<file path="config.mk">
export PLATFORM = sky130hd
export DESIGN_NAME = scan_ctrl4
export DESIGN_NICKNAME = d
export VERILOG_FILES = /design/src/rtl/scan_ctrl4.sv
export SDC_FILE = /design/constraint.sdc
export NUM_CORES = 1
export LEC_CHECK = 0
export ABC_CLOCK_PERIOD_IN_PS = 2700
export CORE_UTILIZATION = 52
export DETAILED_ROUTE_END_ITERATION = 10
export GPL_TIMING_DRIVEN = 0
export HOLD_SLACK_MARGIN = 0.02
export PLACE_DENSITY = 0.82
export SYNTH_ARGS = -nofsm -noshare
export SYNTH_HDL_FRONTEND = slang
export SYNTH_SLANG_ARGS = --single-unit
</file>
<file path="constraint.sdc">
create_clock -name i_clk -period 2.7 [get_ports i_clk]
set_input_delay 0.54 -clock i_clk [delete_from_list [all_inputs] [get_ports i_clk]]
set_output_delay 0.54 -clock i_clk [all_outputs]
set_load 0.03 [all_outputs]
</file>
<file path="src/rtl/scan_ctrl4.sv">
// Scan controller for a 4-digit multiplexed display: walks the decoder select
// through four slots with a blank gap, frame-coherent snapshots and leading-zero blanking.
module scan_ctrl4 #(
  parameter int unsigned DIV   = 4,
  parameter int unsigned BLANK = 1
) (
  input  logic        i_clk,
  input  logic        i_rst,
  input  logic        i_run,
  input  logic [15:0] i_data,
  input  logic        i_lzb,
  output logic [1:0]  o_sel,
  output logic        o_en,
  output logic [3:0]  o_digit,
  output logic        o_frame
);

  localparam int unsigned CW = $clog2(DIV);
  localparam logic [CW-1:0] CNT_LAST = CW'(DIV - 1);

  typedef enum logic {IDLE, SCAN} state_t;

  state_t      r_state;
  logic [CW-1:0] r_cnt;
  logic [1:0]  r_sel;
  logic [15:0] r_snap;
  logic        r_lzb_q;
  logic [1:0]  r_o_sel;
  logic        r_o_en;
  logic [3:0]  r_o_digit;
  logic        r_o_frame;

  state_t      w_state_nxt;
  logic [CW-1:0] w_cnt_nxt;
  logic [1:0]  w_sel_nxt;
  logic [15:0] w_snap_nxt;
  logic        w_lzb_nxt;
  logic [1:0]  w_o_sel_nxt;
  logic        w_o_en_nxt;
  logic [3:0]  w_o_digit_nxt;
  logic        w_o_frame_nxt;

  // Slot k is blanked when it and every more-significant nibble are zero.
  function automatic logic slot_blanked(input logic [15:0] snap, input logic lzb,
                                        input logic [1:0] k);
    logic zero_above;
    case (k)
      2'd1:    zero_above = (snap[15:4] == 12'd0);
      2'd2:    zero_above = (snap[15:8] == 8'd0);
      2'd3:    zero_above = (snap[15:12] == 4'd0);
      default: zero_above = 1'b0;
    endcase
    return lzb && zero_above;
  endfunction

  always_ff @(posedge i_clk) begin
    if (i_rst) begin
      r_state   <= IDLE;
      r_cnt     <= '0;
      r_sel     <= 2'd0;
      r_snap    <= 16'd0;
      r_lzb_q   <= 1'b0;
      r_o_sel   <= 2'd0;
      r_o_en    <= 1'b0;
      r_o_digit <= 4'd0;
      r_o_frame <= 1'b0;
    end else begin
      r_state   <= w_state_nxt;
      r_cnt     <= w_cnt_nxt;
      r_sel     <= w_sel_nxt;
      r_snap    <= w_snap_nxt;
      r_lzb_q   <= w_lzb_nxt;
      r_o_sel   <= w_o_sel_nxt;
      r_o_en    <= w_o_en_nxt;
      r_o_digit <= w_o_digit_nxt;
      r_o_frame <= w_o_frame_nxt;
    end
  end

  // Outputs are registered copies of the decode of next state, so they track state with no extra lag.
  always_comb begin
    w_state_nxt   = r_state;
    w_cnt_nxt     = r_cnt;
    w_sel_nxt     = r_sel;
    w_snap_nxt    = r_snap;
    w_lzb_nxt     = r_lzb_q;
    w_o_sel_nxt   = 2'd0;
    w_o_en_nxt    = 1'b0;
    w_o_digit_nxt = 4'd0;
    w_o_frame_nxt = 1'b0;

    case (r_state)
      IDLE: begin
        if (i_run) begin
          w_state_nxt = SCAN;
          w_cnt_nxt   = '0;
          w_sel_nxt   = 2'd0;
          w_snap_nxt  = i_data;
          w_lzb_nxt   = i_lzb;
        end
      end
      SCAN: begin
        if (!i_run) begin
          w_state_nxt = IDLE;
          w_cnt_nxt   = '0;
          w_sel_nxt   = 2'd0;
        end else if (r_cnt == CNT_LAST) begin
          w_cnt_nxt = '0;
          w_sel_nxt = r_sel + 2'd1;
          if (r_sel == 2'd3) begin
            w_snap_nxt = i_data;
            w_lzb_nxt  = i_lzb;
          end
        end else begin
          w_cnt_nxt = r_cnt + CW'(1);
        end
      end
      default: w_state_nxt = IDLE;
    endcase

    w_o_digit_nxt = w_snap_nxt[{w_sel_nxt, 2'b00} +: 4];
    if (w_state_nxt == SCAN) begin
      w_o_sel_nxt   = w_sel_nxt;
      w_o_frame_nxt = (w_sel_nxt == 2'd0) && (w_cnt_nxt == '0);
      w_o_en_nxt    = (32'(w_cnt_nxt) >= BLANK) &&
                      !slot_blanked(w_snap_nxt, w_lzb_nxt, w_sel_nxt);
    end
  end

  assign o_sel   = r_o_sel;
  assign o_en    = r_o_en;
  assign o_digit = r_o_digit;
  assign o_frame = r_o_frame;

endmodule

</file>
-- Word-level counts from Yosys, hierarchy flattened
Cells that the tools add are included.
- flip-flop bits (word level): 30
- bits of input ports: 20
- output and inout bits: 8
- word-level logic and storage cells: 51
- add/sub/neg operators: 2
- magnitude comparators: 1
- eq/ne operators: 5
- shift operators: 1
- mux-type cells: 21
- bitwise operators: 2
- reductions and logical operators: 10
- operator list (cell ; count):
    two-way mux 16 bit ; 4
    one-hot mux 16 bit (2 select lines) ; 1
    variable part select 16 x 5 -> 4 bit ; 1
    zero test 12 bit ; 1
    two-way mux 2 bit ; 6
    equality test 2 bit (second input constant) ; 4
    zero test 8 bit ; 1
    one-hot mux 2 bit (2 select lines) ; 2
    two-way mux 1 bit ; 6
    adder 2 x 1 -> 2 bit (second input constant) ; 2
    zero test 2 bit ; 2
    zero test 4 bit ; 1
    logical AND 1 bit ; 3
    one-hot mux 1 bit (3 select lines) ; 1
    equality test 2 x 1 -> 1 bit (second input constant) ; 1
    greater-or-equal comparator 2 x 1 -> 1 bit (second input constant) ; 1
    inverter 1 bit ; 2
    one-hot mux 1 bit (2 select lines) ; 1
    OR reduction 2 bit ; 1
    zero test 1 bit ; 1

-- Logic depth before layout (Yosys ltp)
Gate-level depths: netlist of run 1.
- depth after elaboration: 11
- depth in mapped cells: 7
- depth with buffers taken out: 6

-- Least setup slack after synthesis of run 1
OpenSTA, ideal clock, no wires.
- path kind: reg-to-reg
- start point: reg r_sel[1]
- end point: reg r_o_en, in the netlist o_en
- setup time: 132 ps
- data arrival time: 1752 ps
- required time: 2568 ps
- path slack: 816 ps
- cell stages (with the launch flop): 8
- buffers on the path: 1
- clock period less this slack: 1884 ps
- cells stage by stage: dfxtp_1 -> ha_1 -> nand2_2 -> a21o_1 -> buf_6 -> or4_4 -> a221oi_2 -> a311oi_1
- longest elaborated chain between the ends: 11
- elaborated cells between the ends (all ways): 25
- those cells by class: 1 x add/sub; 4 x eq/ne; 14 x mux; 6 x reduce/logical
- ends and longest elaborated chain (item ; line ; source):
    start, declared ; 25 ; logic [1:0] r_sel;
    start signal, assigned ; 70 ; r_sel <= w_sel_nxt;
    equality test 2 bit ; 110 ; if (r_sel == 2'd3) begin
    two-way mux 16 bit ; 110 ;
    two-way mux 16 bit ; 107 ; end else if (r_cnt == CNT_LAST) begin
    two-way mux 16 bit ; 103 ; if (!i_run) begin
    one-hot mux 16 bit (2 select lines) ; 92 ; case (r_state)
    zero test 12 bit (tied with other cells) ; 48 ; 2'd1: zero_above = (snap[15:4] == 12'd0);
    one-hot mux 1 bit (3 select lines) ; 47 ; case (k)
    two-way mux 1 bit ; 122 ; if (w_state_nxt == SCAN) begin
    logical AND 1 bit * ; 53 ; return lzb && zero_above;
    zero test 1 bit * ; 126 ; !slot_blanked(w_snap_nxt, w_lzb_nxt, w_sel_nxt);
    logical AND 1 bit * ; 125 ; w_o_en_nxt = (32'(w_cnt_nxt) >= BLANK) &&
    end signal, assigned ; 74 ; r_o_en <= w_o_en_nxt;
    end, declared ; 29 ; logic r_o_en;
Every way passes the cells marked *; elsewhere a longest branch is shown, timed or not. The select of a mux whose other input is x is not followed.
A chain may end at the register's enable or synchronous reset.

-- Worst setup path after layout of run 1
- start point: in i_run
- end point: reg r_o_digit[3], in the netlist o_digit[3]
- longest elaborated chain between the ends: 3
- elaborated cells between the ends (all ways): 7
- those cells by class: 1 x shift; 6 x mux
- ends and longest elaborated chain (item ; line ; source):
    start, declared ; 9 ; input logic i_run,
    two-way mux 16 bit (tied with other cells) ; 103 ;
    one-hot mux 16 bit (2 select lines) / one-hot mux 2 bit (2 select lines) (equally long branches) ; 92 ;
    variable part select 16 x 5 -> 4 bit * ; 121 ; w_o_digit_nxt = w_snap_nxt[{w_sel_nxt, 2'b00} +: 4];
    end signal, assigned ; 75 ; r_o_digit <= w_o_digit_nxt;
    end, declared ; 30 ; logic [3:0] r_o_digit;
Every way passes the cells marked *; elsewhere a longest branch is shown, timed or not.

==> results.cfg, run 1 <==
[routing]
drt-pass1-iter-count = 8
wl_um = 4190
wl_per_cell_um = 16.4
viasPerCell = 6.14
drc = 2
drt_iter0_drc = 114
ant_nets = 0
vias = 1571

[yosys]
synth_edf_count = 0
async_flop_share = 0
synth_cells = 192
ys_ff_latch = 30
synth.avg_cell_area_um2 = 8.30
synth_nets = 215
synth_cell_types = 50
yosys_warnings = 0
synth-seq-area-share = 0.377
syn_area_mm2 = 0.00159
synthFlopType = dfxtp_1

[timing]
hold_viol = 0
fmax_mhz = 466
setup_viol = 0
skew_ns = 0.00779
rsz0062_at_grt = no
hold_ws_ns = 0.467
tightest_slew_ns = 0.587
relSlewSlack = 0.607
fin_crit_sh = 0.795
fin_tns_setup_ns = 0
min_period_ns = 2.15
maxSlewViolCount = 0

[cells_and_area]
syn2layout_area_growth_pct = 21.6
mostFrequentLayoutCell = nand2_1
nNetsFinal = 248
drive_gt1_frac = 0.0711
final_area_mm2 = 0.00194
final_cells = 256
final_cell_mix = 36 x nand2_1, 30 x dfxtp_1, 26 x clkdlybuf4s50_1
antenna_cells = 0

[placed_design]
numPortBuffers = 26
dp_hpwl_um = 3160
globalplace.congestion = 0.941
dp.cells = 249
dpl-instance-area_mm2 = 0.00189

[power]
ir_drop_mv = 0.311
power.share.switching = 0.274
seq_power_share = 0.548
power_density_mw_per_mm2 = 450
p_sw_mw = 0.239
combPwrFrac = 0.177
p_leak_nw = 0.767
p_int_mw = 0.633
pwr-share-clk = 0.275

[floorplanning]
design.core.area_mm2 = 0.00283
die_h_um = 57.4
dieArea_mm2 = 0.00329
initial_core_util = 0.563
row_count = 19
die_w_um = 57.4
pin_count = 28

[clock_tree]
cts-root-buf = clkbuf_4
cts_hold_buf = 0
clkLatencyLatePin_ns = 0.32
cts_tree = built
cts_num_sinks = 30
cts_buffer_depth = 2
numCtsBuffers = 5
post_cts_resize_count = 0
clk_pin_slew_ns = 0.09
cts_setup_buffers = 0
htree_levels = 2

[critical_path]
required_ns = 2.92
cpMostUsedCell = nand2_1
crit_slowest_cell = clkdlybuf4s50_1
start_kind = input port
crit_path_end_kind = register
cp_max_fo = 10
crit_type = in -> reg
cpPeakStageDelay_ns = 0.47
cp.arrival_ns = 2.36
cp_cell_sequence = clkdlybuf4s50_1, nand2_1, a2bb2oi_2, buf_2, mux2i_1, nand2_1, a22o_1

[run_status]
status = finished, violations left
violations = DRC

[min_path]
holdCritPathClass = reg -> reg

[global_route]
grt_first_pass_wirelength_um = 7010
track_usage = 0.283
overflow = 0
grt_max_degree = 11
antenna_found_initial = 0
grt_pass1_vias = 1474

[flow_run]
maxCapViolCount = 0
cells by family after synthesis:
kind of cell             after synthesis  share of synthesized area
XOR/XNOR                               1                    0.00550
flip-flops                            30                      0.377
multiplexers                          12                     0.0754
buffers and inverters                 18                     0.0518
AND/OR/NAND/NOR                       73                      0.210
AO/OA/AOI/OAI                         55                      0.257
adder cells (fa/ha/maj)                3                     0.0236
flip-flops by register name, indices dropped and copies added (netlist names):
signal,count
r_snap,16
r_cnt,2
o_en,1
r_sel,2
r_lzb_q,1
r_state,1
o_frame,1
o_sel,2
o_digit,4
worst max-delay path, delay by kind of cell:
kind	cells	cell delay (ns)
AO/OA/AOI/OAI	2	0.53
AND/OR/NAND/NOR	2	0.30
multiplexers	1	0.21
buffers and inverters	2	0.77
layout make-up:
type	instances	area, µm²
timing repair buffer	26	260
fill	244	891
tap	31	38.8
sequential	30	601
clock buffer	7	45.0
buffer	12	60.1
inverter	6	22.5
multi-input combinational	144	911
metrics by stage:
step           setup WS (ns)  total power, mW  utilization
2_1_floorplan          0.816            0.572            -
6_report               0.554            0.872        0.685
5_1_grt                0.433            0.914        0.685
3_5_place_dp           0.248            0.639        0.669
3_3_place_gp           0.287            0.636        0.669
4_1_cts                0.584            0.876        0.685
routing by layer:
metal	global-route usage	vias to the layer above	wire length, µm
met3	0.0771	8	346
met5	0	-	0
met4	0.0941	0	59
li1	-	766	-
met1	0.370	727	1760
met2	0.453	70	2020
synth_stat cells, types with 3 or more instances:
master | number | area, µm²
a21o_1 | 3 | 22.5
a21oi_1 | 16 | 80.1
a221oi_1 | 5 | 43.8
buf_2 | 3 | 15.0
clkbuf_1 | 6 | 22.5
dfxtp_1 | 30 | 601
ha_1 | 3 | 37.5
inv_1 | 6 | 22.5
mux2i_1 | 12 | 120
nand2_1 | 36 | 135
nand3_1 | 5 | 25.0
nand3b_1 | 3 | 22.5
nor2_1 | 16 | 60.1
nor4_1 | 3 | 18.8
o21ai_0 | 4 | 20.0
worst paths after layout:
path              slack, ns                     to  depth (start not counted)                  from
setup / recovery       0.55  o_digit[3]$_SDFF_PP0_                          7                 i_run
hold / removal         0.47   r_snap[2]$_SDFF_PP0_                          2  r_snap[2]$_SDFF_PP0_
setup reg to reg       0.60        o_en$_SDFF_PP0_                          6   r_cnt[0]$_SDFF_PP0_
hold reg to reg        0.47   r_snap[2]$_SDFF_PP0_                          2  r_snap[2]$_SDFF_PP0_
power groups by stage:
stage	clock (mW)	combinational (mW)	sequential (mW)
after CTS	0.246	0.153	0.477
final	0.240	0.154	0.478
after floorplan	0	0.0785	0.494
after global placement	0	0.149	0.487
after global routing	0.267	0.167	0.480
after detailed placement	0	0.151	0.488
Power figures use the tool's default switching activity.
==> run 2, diff against run 1 <==
==> config.mk (replaced) <==
export PLATFORM = sky130hd
export DESIGN_NAME = scan_ctrl4
export DESIGN_NICKNAME = d
export VERILOG_FILES = /design/src/rtl/scan_ctrl4.sv
export SDC_FILE = /design/constraint.sdc
export NUM_CORES = 1
export LEC_CHECK = 0
export ABC_CLOCK_PERIOD_IN_PS = 1900
export CORE_UTILIZATION = 47
export DETAILED_ROUTE_END_ITERATION = 10
export GPL_TIMING_DRIVEN = 0
export HOLD_SLACK_MARGIN = 0.02
export PLACE_DENSITY = 0.78
export SYNTH_ARGS = -nofsm -noshare
export SYNTH_HDL_FRONTEND = slang
export SYNTH_SLANG_ARGS = --single-unit
==> constraint.sdc (replaced) <==
create_clock -name i_clk -period 1.9 [get_ports i_clk]
set_input_delay 0.38 -clock i_clk [delete_from_list [all_inputs] [get_ports i_clk]]
set_output_delay 0.38 -clock i_clk [all_outputs]
set_load 0.03 [all_outputs]
==> results.cfg, run 2 (synthesized netlist as in run 1, its figures left out) <==
[cells_and_area]
n_fill_cell = 277
final_area_mm2 = 0.00211
mostFrequentLayoutCell = nand2_1
final_cells = 276
largest_reg_flops = 16
nNetsFinal = 255
multi_input_area_um2 = 996
antenna_cells = 0
drive_gt1_frac = 0.155
final-seq-area_um2 = 614
syn2layout_area_growth_pct = 32.2
top_register = r_snap
final_util = 0.674
final_cell_mix = 35 x nand2_1, 25 x clkdlybuf4s50_1, 25 x dfxtp_1

[min_path]
holdPathEnd = r_snap[2]$_SDFF_PP0_
min_from = r_snap[2]$_SDFF_PP0_
holdCritPathClass = reg -> reg
whs_path_depth = 2

[critical_path]
reg2reg_depth = 7
worstReg2RegStart = r_cnt[0]$_SDFF_PP0_
start_kind = register
r2r_slack_ns = 0.03
required_ns = 2.09
r2r-end = o_en$_SDFF_PP0_
cp.arrival_ns = 2.06
crit_type = reg -> reg
crit_path_end_kind = register
cp_max_fo = 9

[routing]
ant_nets = 0
drt-pass1-iter-count = 4
wl_per_cell_um = 15.5
viasPerCell = 5.84
drc = 0
wl_um = 4280
vias = 1613
drt_iter0_drc = 145

[global_route]
grt_max_degree = 11
overflow = 0
grt_first_pass_wirelength_um = 7060
antenna_found_initial = 0
grt_pass1_vias = 1510
track_usage = 0.268

[run_status]
status = complete, no violations

[placed_design]
place_ws_ns = -0.382
numPortBuffers = 26
dpl-instance-area_mm2 = 0.00191
dp.cells = 262
globalplace.congestion = 0.851
dp_hpwl_um = 2920

[power]
power_density_mw_per_mm2 = 591
p_int_mw = 0.900
combPwrFrac = 0.183
pwr-share-clk = 0.275
ir_drop_mv = 0.417
power.share.switching = 0.277
p_leak_nw = 0.831
p_sw_mw = 0.344
seq_power_share = 0.543

[clock_tree]
cts_num_sinks = 30
clk_pin_slew_ns = 0.09
cts_buffer_depth = 2
cts-root-buf = clkbuf_4
numCtsBuffers = 5
clkLatencyLatePin_ns = 0.32
cts_tree = built
htree_levels = 2

[timing]
relSlewSlack = 0.571
setup_viol = 0
fin_crit_sh = 0.984
rsz0062_at_grt = yes
skew_ns = 0.00622
min_period_ns = 1.87
fmax_mhz = 535
hold_viol = 0
tightest_slew_ns = 0.642
maxSlewViolCount = 0
layout_setup_ws_ns = 0.0305
hold_ws_ns = 0.459

[floorplanning]
row_count = 20
dieArea_mm2 = 0.00363
die_h_um = 60.2
initial_core_util = 0.510
die_w_um = 60.2
design.core.area_mm2 = 0.00313
pin_count = 28

[flow_run]
maxCapViolCount = 0
## run 2: timing repair
| action | 4_1_cts | 5_1_grt |
|---|---|---|
| cloned | 0 | 1 |
| resized for setup | 13 | 14 |
| hold buffers | 0 | 0 |
| endpoints found under the setup margin | 15 | 15 |
| buffers inserted | 3 | 3 |
| pin swaps | 0 | 0 |
## run 2: worst max path at each step
stage | slack [ns] | startpoint | to | depth (start not counted)
finish | 0.03 | r_cnt[0]$_SDFF_PP0_ | o_en$_SDFF_PP0_ | 7
global route | -0.06 | r_cnt[0]$_SDFF_PP0_ | o_digit[1]$_SDFF_PP0_ | 7
CTS | 0.005 | r_cnt[0]$_SDFF_PP0_ | o_en$_SDFF_PP0_ | 7
detailed placement | -0.38 | i_run | o_digit[2]$_SDFF_PP0_ | 6
global placement | -0.38 | i_run | o_digit[2]$_SDFF_PP0_ | 6
floorplan | 0.02 | r_sel[1]$_SDFF_PP0_ | o_en$_SDFF_PP0_ | 7
## run 2: per-layer routing
metal  vias up  track usage  part of all wire
met5         -            0                 0
met2        64        0.402              0.44
met4         0        0.133             0.024
li1        787            -                 -
met3        13       0.0455             0.073
met1       749        0.366              0.46
## run 2: power groups by stage
stage	registers [mW]	clock network (mW)	logic [mW]
after floorplan	0.702	0	0.112
after global placement	0.693	0	0.214
after CTS	0.675	0.347	0.218
after detailed placement	0.693	0	0.216
after global routing	0.680	0.379	0.246
final	0.675	0.342	0.227
## run 2: cell type report
type,instances,share of cell area
multi-input combinational,145,0.473
sequential,30,0.292
timing repair buffer,32,0.144
buffer,12,0.0333
tap,44,0.0261
clock buffer,7,0.0214
inverter,6,0.0107
## run 2: critical path, cell delays in order (launching register included)
cell and delay (ns):
dfxtp_4 0.36, ha_4 0.16, nand2_4 0.07, a21o_1 0.19
buf_6 0.14, or4_4 0.43, a221oi_2 0.27, a311oi_1 0.12
## run 2: stage by stage
step,TNS [ns],power [mW]
2_1_floorplan,0,0.813
5_1_grt,-0.116,1.30
3_5_place_dp,-5.18,0.908
4_1_cts,0,1.24
6_report,0,1.24
3_3_place_gp,-4.87,0.907
==> run 3, diff against run 2 <==
--- a/config.mk
+++ b/config.mk
@@ -6,6 +6,7 @@
 export NUM_CORES = 1
 export LEC_CHECK = 0
 export ABC_CLOCK_PERIOD_IN_PS = 1900
+export CORE_MARGIN = 10
 export CORE_UTILIZATION = 47
 export DETAILED_ROUTE_END_ITERATION = 10
 export GPL_TIMING_DRIVEN = 0
==> results.cfg, run 3 (synthesized netlist as in run 1, its figures left out) <==
[cells_and_area]
drive_gt1_frac = 0.148
final_cell_mix = 35 x nand2_1, 25 x clkdlybuf4s50_1, 25 x dfxtp_1
top_register = r_snap
final_util = 0.624
mostFrequentLayoutCell = nand2_1
largest_reg_flops = 16
nNetsFinal = 251
antenna_cells = 0
syn2layout_area_growth_pct = 29.6
final_area_mm2 = 0.00207
final_cells = 275

[floorplanning]
pin_count = 28
initial_core_util = 0.481
die_w_um = 78.2
dieArea_mm2 = 0.00612
row_count = 21
die_h_um = 78.2
design.core.area_mm2 = 0.00331

[routing]
ant_nets = 0
drc = 0
vias = 1601
wl_um = 4610
wl_per_cell_um = 16.8
drt_iter0_drc = 186
drt-pass1-iter-count = 4
viasPerCell = 5.82

[timing]
rsz0062_at_grt = yes
relSlewSlack = 0.475
hold_viol = 0
min_period_ns = 1.87
hold_ws_ns = 0.463
skew_ns = 0.0120
fin_crit_sh = 0.987
fmax_mhz = 533
tightest_slew_ns = 0.785
maxSlewViolCount = 0
layout_setup_ws_ns = 0.0253
fin_tns_setup_ns = 0
setup_viol = 0

[clock_tree]
cts_num_sinks = 30
htree_levels = 2
numCtsBuffers = 5
clk_pin_slew_ns = 0.10
clkLatencyLatePin_ns = 0.33
cts_tree = built
cts_buffer_depth = 2
cts_hold_buf = 0
cts-root-buf = clkbuf_4

[placed_design]
globalplace.congestion = 0.925
place_ws_ns = -0.388
dpl-instance-area_mm2 = 0.00191
numPortBuffers = 26
dp_hpwl_um = 3340
dp.cells = 264

[power]
seq_power_share = 0.519
p_leak_nw = 0.817
pwr-share-clk = 0.309
combPwrFrac = 0.172
ir_drop_mv = 0.469
p_total_mw = 1.30
power.share.switching = 0.280
power_density_mw_per_mm2 = 631
p_sw_mw = 0.365
p_int_mw = 0.938

[min_path]
holdPathEnd = r_snap[3]$_SDFF_PP0_
whs_path_depth = 2
min_from = r_snap[3]$_SDFF_PP0_
holdCritPathClass = reg -> reg

[global_route]
grt_pass1_vias = 1471
overflow = 0
track_usage = 0.152
grt_first_pass_wirelength_um = 7570
grt_max_degree = 11
antenna_found_initial = 0

[critical_path]
start_kind = register
reg2reg_depth = 5
cp.arrival_ns = 2.11
cp_max_fo = 10
r2r-end = o_digit[1]$_SDFF_PP0_
worstReg2RegStart = r_cnt[0]$_SDFF_PP0_
crit_type = reg -> reg
required_ns = 2.14
crit_path_end_kind = register
r2r_slack_ns = 0.03

[run_status]
status = complete, no violations

[flow_run]
maxCapViolCount = 0
run 3: cell count changes in the layout (fill, tap and decap cells not counted), sizes merged:
cell          before  now
a2bb2oi            3    2
buf                8    7
clkbuf            17   15
clkinv             0    1
dlygate4sd2        1    0
dlymetal6s2s       0    1
run 3: worst max-delay path, stage by stage (launching register included):
cell and delay (ns):
dfxtp_4 0.37, ha_4 0.17, buf_4 0.17, o32ai_1 0.71, a221oi_1 0.22, o21a_1 0.15
run 3: routing by layer:
layer / GRT usage / vias to the layer above / part of all wire / routed length (µm)
li1: - / 773 / - / -
met5: 0 / - / 0 / 0
met2: 0.228 / 64 / 0.46 / 2140
met3: 0.0387 / 12 / 0.074 / 340
met1: 0.201 / 752 / 0.44 / 2010
met4: 0.0699 / 0 / 0.026 / 120
run 3: worst max-delay path by stage:
stage,start,end,cells past startpoint
6_report,r_cnt[0]$_SDFF_PP0_,o_digit[1]$_SDFF_PP0_,5
4_1_cts,i_run,o_digit[3]$_SDFF_PP0_,7
3_3_place_gp,i_run,o_en$_SDFF_PP0_,7
3_5_place_dp,i_run,o_en$_SDFF_PP0_,7
5_1_grt,r_sel[0]$_SDFF_PP0_,o_digit[2]$_SDFF_PP0_,6
2_1_floorplan,r_sel[1]$_SDFF_PP0_,o_en$_SDFF_PP0_,7
run 3: what timing repair did:
item	4_1_cts	5_1_grt
resized for setup	12	10
setup buffers	2	1
pin swaps	0	3
setup endpoints to repair	15	15
run 3: power by group through the flow:
stage	Combinational, mW	Sequential (mW)	Clock, mW
floorplan	0.112	0.702	0
global route	0.243	0.680	0.437
CTS	0.220	0.677	0.409
finish	0.224	0.676	0.403
detailed placement	0.216	0.693	0
global placement	0.215	0.692	0
run 3: area by class of cell:
class                           instances  area [µm²]
Buffer                                 12        67.6
Clock buffer                            7        55.1
Clock inverter                          1        5.00
Fill cell                             323        1240
Inverter                                6        22.5
Multi-Input combinational cell        144         958
Sequential cell                        30         614
Tap cell                               46        57.6
Timing Repair Buffer                   29         285
